File: config.mk
export PLATFORM = sky130hd
export DESIGN_NAME = bch_31_decode_seq
export DESIGN_NICKNAME = d
export VERILOG_FILES = /design/src/rtl/bch_31_gf_pkg.sv /design/src/rtl/bch_31_chien_cell.sv /design/src/rtl/bch_31_syndrome.sv /design/src/rtl/bch_31_decode_seq.sv
export SDC_FILE = /design/constraint.sdc
export NUM_CORES = 1
export LEC_CHECK = 0
export CAP_MARGIN = 10
export CORE_UTILIZATION = 46
export CTS_CLUSTER_SIZE = 20
export DETAILED_ROUTE_END_ITERATION = 16
export PLACE_DENSITY_LB_ADDON = 0.2
export SLEW_MARGIN = 5
export SYNTH_ARGS = -nofsm -noshare
export SYNTH_HDL_FRONTEND = slang
export SYNTH_SLANG_ARGS = --single-unit
File: constraint.sdc
create_clock -name clk -period 3.8 [get_ports clk]
set_input_delay 0.76 -clock clk [delete_from_list [all_inputs] [get_ports clk]]
set_output_delay 0.76 -clock clk [all_outputs]
set_load 0.01 [all_outputs]
File: src/rtl/bch_31_gf_pkg.sv
// GF(32) arithmetic, field constants and FSM state type shared by the BCH(31,21) decoder.
// Field generated by x^5+x^2+1 with alpha = x.
package bch_31_gf_pkg;

    typedef logic [4:0] gf32_t;

    typedef enum logic [2:0] {IDLE, SYND, ELP, CHIEN, DONE} dec_state_t;

    localparam logic [5:0] GF_POLY    = 6'b100101;
    localparam gf32_t      ALPHA      = 5'b00010;
    localparam gf32_t      ALPHA3     = 5'b01000;
    localparam gf32_t      ALPHA_INV  = 5'b10010;
    localparam gf32_t      ALPHA_INV2 = 5'b01001;

    function automatic gf32_t gf_mul(input gf32_t a, input gf32_t b);
        logic [8:0] p;
        p = '0;
        for (int i = 0; i < 5; i++)
            if (b[i]) p = p ^ ({4'b0, a} << i);
        for (int i = 8; i >= 5; i--)
            if (p[i]) p = p ^ ({3'b0, GF_POLY} << (i - 5));
        return p[4:0];
    endfunction

    // inv(alpha^k) = alpha^(31-k); zero has no inverse and maps to zero
    function automatic gf32_t gf_inv(input gf32_t a);
        gf32_t r;
        case (a)
            5'd1:  r = 5'd1;   5'd2:  r = 5'd18;  5'd3:  r = 5'd28;  5'd4:  r = 5'd9;
            5'd5:  r = 5'd23;  5'd6:  r = 5'd14;  5'd7:  r = 5'd12;  5'd8:  r = 5'd22;
            5'd9:  r = 5'd4;   5'd10: r = 5'd25;  5'd11: r = 5'd16;  5'd12: r = 5'd7;
            5'd13: r = 5'd15;  5'd14: r = 5'd6;   5'd15: r = 5'd13;  5'd16: r = 5'd11;
            5'd17: r = 5'd24;  5'd18: r = 5'd2;   5'd19: r = 5'd29;  5'd20: r = 5'd30;
            5'd21: r = 5'd26;  5'd22: r = 5'd8;   5'd23: r = 5'd5;   5'd24: r = 5'd17;
            5'd25: r = 5'd10;  5'd26: r = 5'd21;  5'd27: r = 5'd31;  5'd28: r = 5'd3;
            5'd29: r = 5'd19;  5'd30: r = 5'd20;  5'd31: r = 5'd27;
            default: r = 5'd0;
        endcase
        return r;
    endfunction

    function automatic gf32_t gf_cube(input gf32_t a);
        return gf_mul(gf_mul(a, a), a);
    endfunction

endpackage

File: src/rtl/bch_31_chien_cell.sv
// Chien search cell: holds the scaled locator terms and flags a root at the current position.
module bch_31_chien_cell
    import bch_31_gf_pkg::*;
(
    input  logic       clk,
    input  logic       rst_n,
    input  logic       load_i,
    input  logic       step_i,
    input  logic [4:0] sigma1_i,
    input  logic [4:0] sigma2_i,
    output logic       root_o
);

    gf32_t r1_q, r1_d;
    gf32_t r2_q, r2_d;

    always_comb begin
        r1_d = r1_q;
        r2_d = r2_q;
        if (load_i) begin
            r1_d = sigma1_i;
            r2_d = sigma2_i;
        end else if (step_i) begin
            r1_d = gf_mul(r1_q, ALPHA_INV);
            r2_d = gf_mul(r2_q, ALPHA_INV2);
        end
    end

    always_ff @(posedge clk) begin
        if (!rst_n) begin
            r1_q <= '0;
            r2_q <= '0;
        end else begin
            r1_q <= r1_d;
            r2_q <= r2_d;
        end
    end

    assign root_o = ((5'd1 ^ r1_q ^ r2_q) == 5'd0);

endmodule

File: src/rtl/bch_31_syndrome.sv
// Combinational syndromes S1..S4 of a received 31-bit word, evaluated by Horner's rule.
module bch_31_syndrome
    import bch_31_gf_pkg::*;
(
    input  logic [30:0] cw_i,
    output logic [4:0]  s1_o,
    output logic [4:0]  s2_o,
    output logic [4:0]  s3_o,
    output logic [4:0]  s4_o
);

    always_comb begin
        s1_o = '0;
        s3_o = '0;
        for (int i = 30; i >= 0; i--) begin
            s1_o = gf_mul(s1_o, ALPHA)  ^ {4'b0, cw_i[i]};
            s3_o = gf_mul(s3_o, ALPHA3) ^ {4'b0, cw_i[i]};
        end
        s2_o = gf_mul(s1_o, s1_o);
        s4_o = gf_mul(s2_o, s2_o);
    end

endmodule

File: src/rtl/bch_31_decode_seq.sv
// Sequential BCH(31,21) t=2 decoder: IDLE accept | SYND latch S1,S3 | ELP Peterson locator
// | CHIEN one position per cycle | DONE hold result until consumed.
module bch_31_decode_seq
    import bch_31_gf_pkg::*;
#(
    parameter int FAST_PATH = 1
) (
    input  logic        clk,
    input  logic        rst_n,
    input  logic        in_valid,
    output logic        in_ready,
    input  logic [30:0] in_codeword,
    output logic        out_valid,
    input  logic        out_ready,
    output logic [30:0] out_codeword,
    output logic [20:0] out_msg,
    output logic [1:0]  out_err_cnt,
    output logic        out_fail,
    output logic        busy
);

    dec_state_t  state_q, state_d;
    logic [30:0] cw_q, cw_d;
    logic [30:0] corr_q, corr_d;
    gf32_t       s1_q, s1_d, s3_q, s3_d;
    logic [1:0]  exp_deg_q, exp_deg_d;
    logic        fail_q, fail_d;
    logic [4:0]  idx_q, idx_d;
    logic [1:0]  roots_q, roots_d;

    gf32_t       syn_s1, syn_s3, syn_s2_unused, syn_s4_unused;
    gf32_t       s1_cube, elp_sigma1, elp_sigma2;
    logic [1:0]  elp_deg;
    logic        elp_fail;
    logic        chien_load, chien_step, chien_root;
    logic        bad;

    bch_31_syndrome u_syndrome (
        .cw_i (cw_q),
        .s1_o (syn_s1),
        .s2_o (syn_s2_unused),
        .s3_o (syn_s3),
        .s4_o (syn_s4_unused)
    );

    bch_31_chien_cell u_chien (
        .clk      (clk),
        .rst_n    (rst_n),
        .load_i   (chien_load),
        .step_i   (chien_step),
        .sigma1_i (elp_sigma1),
        .sigma2_i (elp_sigma2),
        .root_o   (chien_root)
    );

    always_comb begin
        s1_cube    = gf_cube(s1_q);
        elp_sigma1 = '0;
        elp_sigma2 = '0;
        elp_deg    = 2'd0;
        elp_fail   = 1'b0;
        if (s1_q == '0) begin
            elp_fail = (s3_q != '0);
        end else if (s3_q == s1_cube) begin
            elp_sigma1 = s1_q;
            elp_deg    = 2'd1;
        end else begin
            elp_sigma1 = s1_q;
            elp_sigma2 = gf_mul(s3_q ^ s1_cube, gf_inv(s1_q));
            elp_deg    = 2'd2;
        end
    end

    always_comb begin
        state_d    = state_q;
        cw_d       = cw_q;
        corr_d     = corr_q;
        s1_d       = s1_q;
        s3_d       = s3_q;
        exp_deg_d  = exp_deg_q;
        fail_d     = fail_q;
        idx_d      = idx_q;
        roots_d    = roots_q;
        chien_load = 1'b0;
        chien_step = 1'b0;
        case (state_q)
            IDLE: if (in_valid) begin
                cw_d    = in_codeword;
                state_d = SYND;
            end
            SYND: begin
                s1_d    = syn_s1;
                s3_d    = syn_s3;
                state_d = ELP;
            end
            ELP: begin
                exp_deg_d  = elp_deg;
                fail_d     = elp_fail;
                corr_d     = cw_q;
                idx_d      = 5'd0;
                roots_d    = 2'd0;
                chien_load = 1'b1;
                if (FAST_PATH != 0 && (elp_deg == 2'd0 || elp_fail)) state_d = DONE;
                else                                                  state_d = CHIEN;
            end
            CHIEN: begin
                chien_step = 1'b1;
                // exp_deg=0 words still walk all positions but must never be altered
                if (chien_root && exp_deg_q != 2'd0) begin
                    corr_d[idx_q] = ~corr_q[idx_q];
                    if (roots_q != 2'd3) roots_d = roots_q + 2'd1;
                end
                if (idx_q == 5'd30) state_d = DONE;
                else                idx_d   = idx_q + 5'd1;
            end
            DONE: if (out_ready) state_d = IDLE;
            default: state_d = IDLE;
        endcase
    end

    always_ff @(posedge clk) begin
        if (!rst_n) begin
            state_q   <= IDLE;
            cw_q      <= '0;
            corr_q    <= '0;
            s1_q      <= '0;
            s3_q      <= '0;
            exp_deg_q <= '0;
            fail_q    <= 1'b0;
            idx_q     <= '0;
            roots_q   <= '0;
        end else begin
            state_q   <= state_d;
            cw_q      <= cw_d;
            corr_q    <= corr_d;
            s1_q      <= s1_d;
            s3_q      <= s3_d;
            exp_deg_q <= exp_deg_d;
            fail_q    <= fail_d;
            idx_q     <= idx_d;
            roots_q   <= roots_d;
        end
    end

    assign bad          = fail_q || (roots_q != exp_deg_q);
    assign in_ready     = (state_q == IDLE);
    assign busy         = (state_q != IDLE);
    assign out_valid    = (state_q == DONE);
    assign out_fail     = out_valid && bad;
    assign out_err_cnt  = (out_valid && !bad) ? exp_deg_q : 2'd0;
    assign out_codeword = out_valid ? (bad ? cw_q : corr_q) : 31'd0;
    assign out_msg      = out_codeword[30:10];

endmodule

* Yosys cells after proc, flatten, opt, wreduce, memory -nomap -nowiden
Memories as Yosys holds them, arrays and structs flattened. A register that Yosys moved wholly into a read port is not among the register bits.
Index checks and enable logic that the tools add are counted.
** Cells by class
- $add $sub $neg :: 2
- Equality and inequality tests :: 14
- Bitwise gates (word level) :: 214
- Reductions and logical operators :: 21
- Order comparisons :: 2
- Mux-type cells :: 223
** Operator list (number)
- $xor 5x1->5 :: 57
- $not 2->2 :: 136
- $mux 9 :: 30
- $mux 5 :: 49
- $mux 3 :: 67
- $mux 4 :: 34
- $mux 31 :: 3
- $mux 6 :: 11
- $pmux 31 s2 :: 1
- $mux 8 :: 6
- $mux 7 :: 6
- $xor 9x8->9 :: 4
- $xor 9x9->9 :: 4
- $bwmux 31 :: 1
- $xor 9x7->9 :: 3
- $pmux 3 s5 :: 1
- $ne 2x2->1 const B :: 6
- $xor 5x6->6 :: 2
- $logic_not 5->1 :: 2
- $mux 2 :: 5
- $pmux 5 s2 :: 1
- $xor 5x5->5 :: 2
- $xor 9x6->9 :: 1
- $eq 3x2->1 const B :: 2
- 28 further kinds :: 42
** Word-level totals
- Bits in read-only memories :: 160
- Bits of input ports :: 35
- Memories :: 1
- Logic and storage cells :: 488
- Bits in registers :: 95
** Memory list
- (name not given) :: words 32, bits a word 5, read ports 1, clocked after memory_dff 1, write ports 0, RTL line bch_31_gf_pkg.sv:28 : case (a)

* Longest topological paths before layout
- Word-level depth :: 204
- Gate-level depth with buffers :: 14
- Mapped depth without buffers :: 12

* By module
A second synthesis with hierarchy kept.
** Unflattened totals
- Cells, all modules :: 986
- Area, all modules :: 7913.8 um^2
** By module, submodules not included
- bch_31_decode_seq :: area an instance 6078.3 um^2, instances 1, sequential area each 1801.7 um^2, cells an instance 794
- bch_31_syndrome :: area an instance 1303.8 um^2, instances 1, sequential area each 0.0 um^2, cells an instance 130
- bch_31_chien_cell :: area an instance 531.8 um^2, instances 1, sequential area each 200.2 um^2, cells an instance 62

* Worst setup path before layout
No wires, ideal clock.
- Path type :: register to register
- From :: reg s1_q[4]
- To :: reg u_chien.r2_q[0]
- Arrival :: 3.262 ns
- Buffers on the path :: 3
- Cell stages (with the launch flop) :: 15
- Data required time :: 3.668 ns
- Setup slack :: 0.406 ns
- Period minus slack after synthesis :: 3.394 ns
- Path through :: dfxtp_1 buf_2 buf_2 inv_1 ha_1 buf_2 nand2_1 xnor2_1 o2bb2ai_1 xnor3_1 mux2_2 a211oi_1 xor3_1 a221oi_1 nor3_1
** Between the ends
- Word-level cells in the longest chain between the ends :: 59
- Elaborated cells on any way between the ends :: 71
- Classes of those cells :: eq/ne (1); mux (46); bitwise (23); reduce/logical (1)
** RTL lines
- start, declared :: RTL line bch_31_decode_seq.sv:25 : gf32_t s1_q, s1_d, s3_q, s3_d;
- start signal, assigned :: RTL line bch_31_decode_seq.sv:126 : s1_q <= '0;
- start signal, assigned :: RTL line bch_31_decode_seq.sv:136 : s1_q <= s1_d;
- $xor 5x6->6 :: RTL line bch_31_gf_pkg.sv:19 : if (b[i]) p = p ^ ({4'b0, a} << i);
- $mux 9 :: RTL line bch_31_gf_pkg.sv:19
- $xor 9x7->9 :: RTL line bch_31_gf_pkg.sv:19
- $mux 9 :: RTL line bch_31_gf_pkg.sv:19
- $xor 9x8->9 :: RTL line bch_31_gf_pkg.sv:19
- $mux 9 :: RTL line bch_31_gf_pkg.sv:19
- $xor 9x9->9 :: RTL line bch_31_gf_pkg.sv:19
- $mux 9 :: RTL line bch_31_gf_pkg.sv:19
- (+43 left out)
- $mux 4 :: RTL line bch_31_gf_pkg.sv:21 : if (p[i]) p = p ^ ({3'b0, GF_POLY} << (i - 5));
- $mux 6 :: RTL line bch_31_decode_seq.sv:64 : end else if (s3_q == s1_cube) begin
- $mux 6 :: RTL line bch_31_decode_seq.sv:62 : if (s1_q == '0) begin
- $not 2->2 (no source line)
- $mux 3 :: RTL line bch_31_gf_pkg.sv:21
- $mux 5 :: RTL line bch_31_decode_seq.sv:64
- $mux 5 (*) :: RTL line bch_31_decode_seq.sv:62
- $mux 5 (*) :: RTL line bch_31_chien_cell.sv:20 : if (load_i) begin
- end signal, assigned :: RTL line bch_31_chien_cell.sv:35 : r2_q <= r2_d;
- end, declared :: RTL line bch_31_chien_cell.sv:15 : gf32_t r2_q, r2_d;
Every way passes the cells marked *; elsewhere a longest branch is shown, timed or not. The select of a mux whose other input is x is not followed.
A chain may end at the register's enable or synchronous reset.

==> metrics.cfg <==
[synth]
ys.flop_type = dfxtp_1
yosys.area.top_type = dfxtp_1
synth_area_leaders = dfxtp_1, nand2_1, a21oi_1
avgSynthCellArea_um2 = 7.86
ys_seq_area_share_pct = 25.6
ys_types = 66
syn_area_mm2 = 0.00781
yosysTopAreaCellShare_pct = 25.6
synth_fp_nets = 1043
synth.most_common_cell = nand2_1
async_flop_share_pct = 0
synth_seq_cells = 100
synth_edf_count = 0
yosysWarningCount = 0
synth_common_cells = nand2_1, a21oi_1, dfxtp_1
synthCells = 994

[clock_tree]
cts_root_buf = clkbuf_16
cts_buffer_depth = 2
clk_pin_slew_ns = 0.07
clock_latency_ns = 0.36
htreeDepth = 3
cts_tree = yes
clock_sinks = 100
post_cts_resized = 0
ctsHoldBuffers = 0
cts_setup_buffers = 0
numCtsBuffers = 9

[timing]
max_freq_ghz = 0.300
tightest_slew_ns = 1.06
slew_viol_final = 0
tns_ns = 0
whs_ns = 0.508
rsz0062_at_grt = no
skew_ns = 0.00806
slew_headroom_pct = 29.0
setup_violations = 0
fin_ws_ns = 0.469
hold_violations = 0
layout_min_cycle_time_ns = 3.33
fin_crit_sh_pct = 87.7

[layout]
fillCellCount = 1584
seqCellArea_mm2 = 0.00200
multi_input_area_mm2 = 0.00523
drive_above_1_share_pct = 8.25
stdcell_count = 1250
fin_util_pct = 54.6
syn2layout_area_growth_pct = 16.1
nets = 1077
finalInstanceArea_mm2 = 0.00906
antenna_cells = 0

[floorplanning]
core_mm2 = 0.0166
ios = 93
die_y_um = 132
die_w_um = 132
start_util_pct = 47.1
dieArea_mm2 = 0.0175
rows = 47

[global_routing]
grt_overflow = 0
first_global_vias = 6487
antenna_found_initial = 0
grt_max_degree = 44
grt_pass1_wl_mm = 35.3
grt.total_usage_pct = 25.7

[placed_design]
dp_hpwl_mm = 15.8
gp_congestion = 0.854
place_area_mm2 = 0.00880
place_inst = 1237
pre_cts_ws_ns = 0.475
numPortBuffers = 92

[pwr]
p_per_area_mw_per_mm2 = 961
ir_drop_uv = 730
power_mw = 8.71
leakage_nw = 3.45

[worst_setup_path]
critPathRequiredTime_ns = 4.11
critPathCaptureType = flop
critPathLaunchType = flop
critPathMaxFanout = 6
cp-startpoint = cw_q[15]
crit_arrival_ns = 3.64
worstReg2RegStart = cw_q[15]
crit_type = reg2reg

[drt]
routed_wl_mm = 22.1
first_iter_violations = 764
ant_nets = 0
drc_errors = 0
avgViaCountPerCell = 5.64
vias = 7052
wl_per_cell_um = 17.7
drt_first_pass_iters = 5

[run]
drv_cap = 0

[worst_hold_path]
min-delay-start = roots_q[1]
hp-class = reg2reg

[status]
status = complete, no violations

## state kept, by name, summed over array words and instances (netlist names), named ones only
| name | count |
|---|---|
| s1_q | 5 |
| s3_q | 5 |
| u_chien.r1_q | 5 |
| idx_q | 5 |
| state_q | 3 |
| u_chien.r2_q | 5 |
| roots_q | 2 |
| exp_deg_q | 2 |
| cw_q | 31 |
| corr_q | 31 |
| fail_q | 1 |
## cells in the final DEF, fill, tap and decap left out, types with 4 or more instances in the layout
cell type / instances
nor2_1: 57
nand4_1: 4
o21ai_0: 49
xnor2_2: 9
buf_4: 39
a211oi_1: 10
xnor3_1: 27
a22oi_1: 16
xnor3_2: 5
nor2b_1: 4
mux4_2: 8
clkdlybuf4s50_1: 92
a31oi_1: 10
dfxtp_1: 100
a21oi_1: 142
a32oi_1: 10
nand2_1: 202
nor3_1: 14
mux2i_1: 12
ha_1: 14
nand2b_1: 11
clkbuf_16: 9
nand3_1: 12
xnor2_1: 61
xor2_1: 23
nor3b_1: 8
o211ai_1: 4
inv_1: 11
and2_1: 6
## logic make-up after synthesis
group	share of synthesized area [%]
buf+inv	7.40
fa+ha+maj	2.37
mux	4.42
xor+xnor	21.6
flops	25.6
compound gates	19.8
simple gates	18.8
## area by class of cell
class                   instances  share of cell area (%)
well taps                     220                    3.04
inverters                      14                   0.580
flip-flops and latches        100                    22.1
clock inverters                 2                   0.138
repair buffers                132                    13.6
clock buffers                  11                    2.79
multi-input cells             771                    57.8
## worst paths after layout
check / endpoint / slack [ns] / depth (start not counted)
min: roots_q[1] / 0.51 / 2
min reg2reg: roots_q[1] / 0.51 / 2
max: flop / 0.47 / 11
max reg2reg: flop / 0.47 / 11
## layer usage
metal	routed length [µm]	part of all wire, %	global-route usage, %
met5	0	0	0
met2	10200	46	39.9
met1	10500	48	37.6
met3	1230	5.6	3.84
met4	204	0.92	5.68
## report_power, final
group	leakage (nW)	switching [mW]	internal, mW	total, mW
Sequential	0.817	0.318	1.29	1.61
Combinational	2.50	3.01	3.21	6.22
Clock	0.129	0.406	0.468	0.874
## critical path: stages (launching register included)
cell      delay [ns]
dfxtp_1         0.44
xnor3_1         0.48
xnor2_2         0.25
xnor3_1         0.51
and3_4          0.21
or3_1           0.41
inv_2           0.13
ha_1            0.16
inv_1           0.07
a22o_1          0.22
a221oi_2        0.28
a21o_1          0.11
Note: power is estimated with default switching activity, not from simulation.
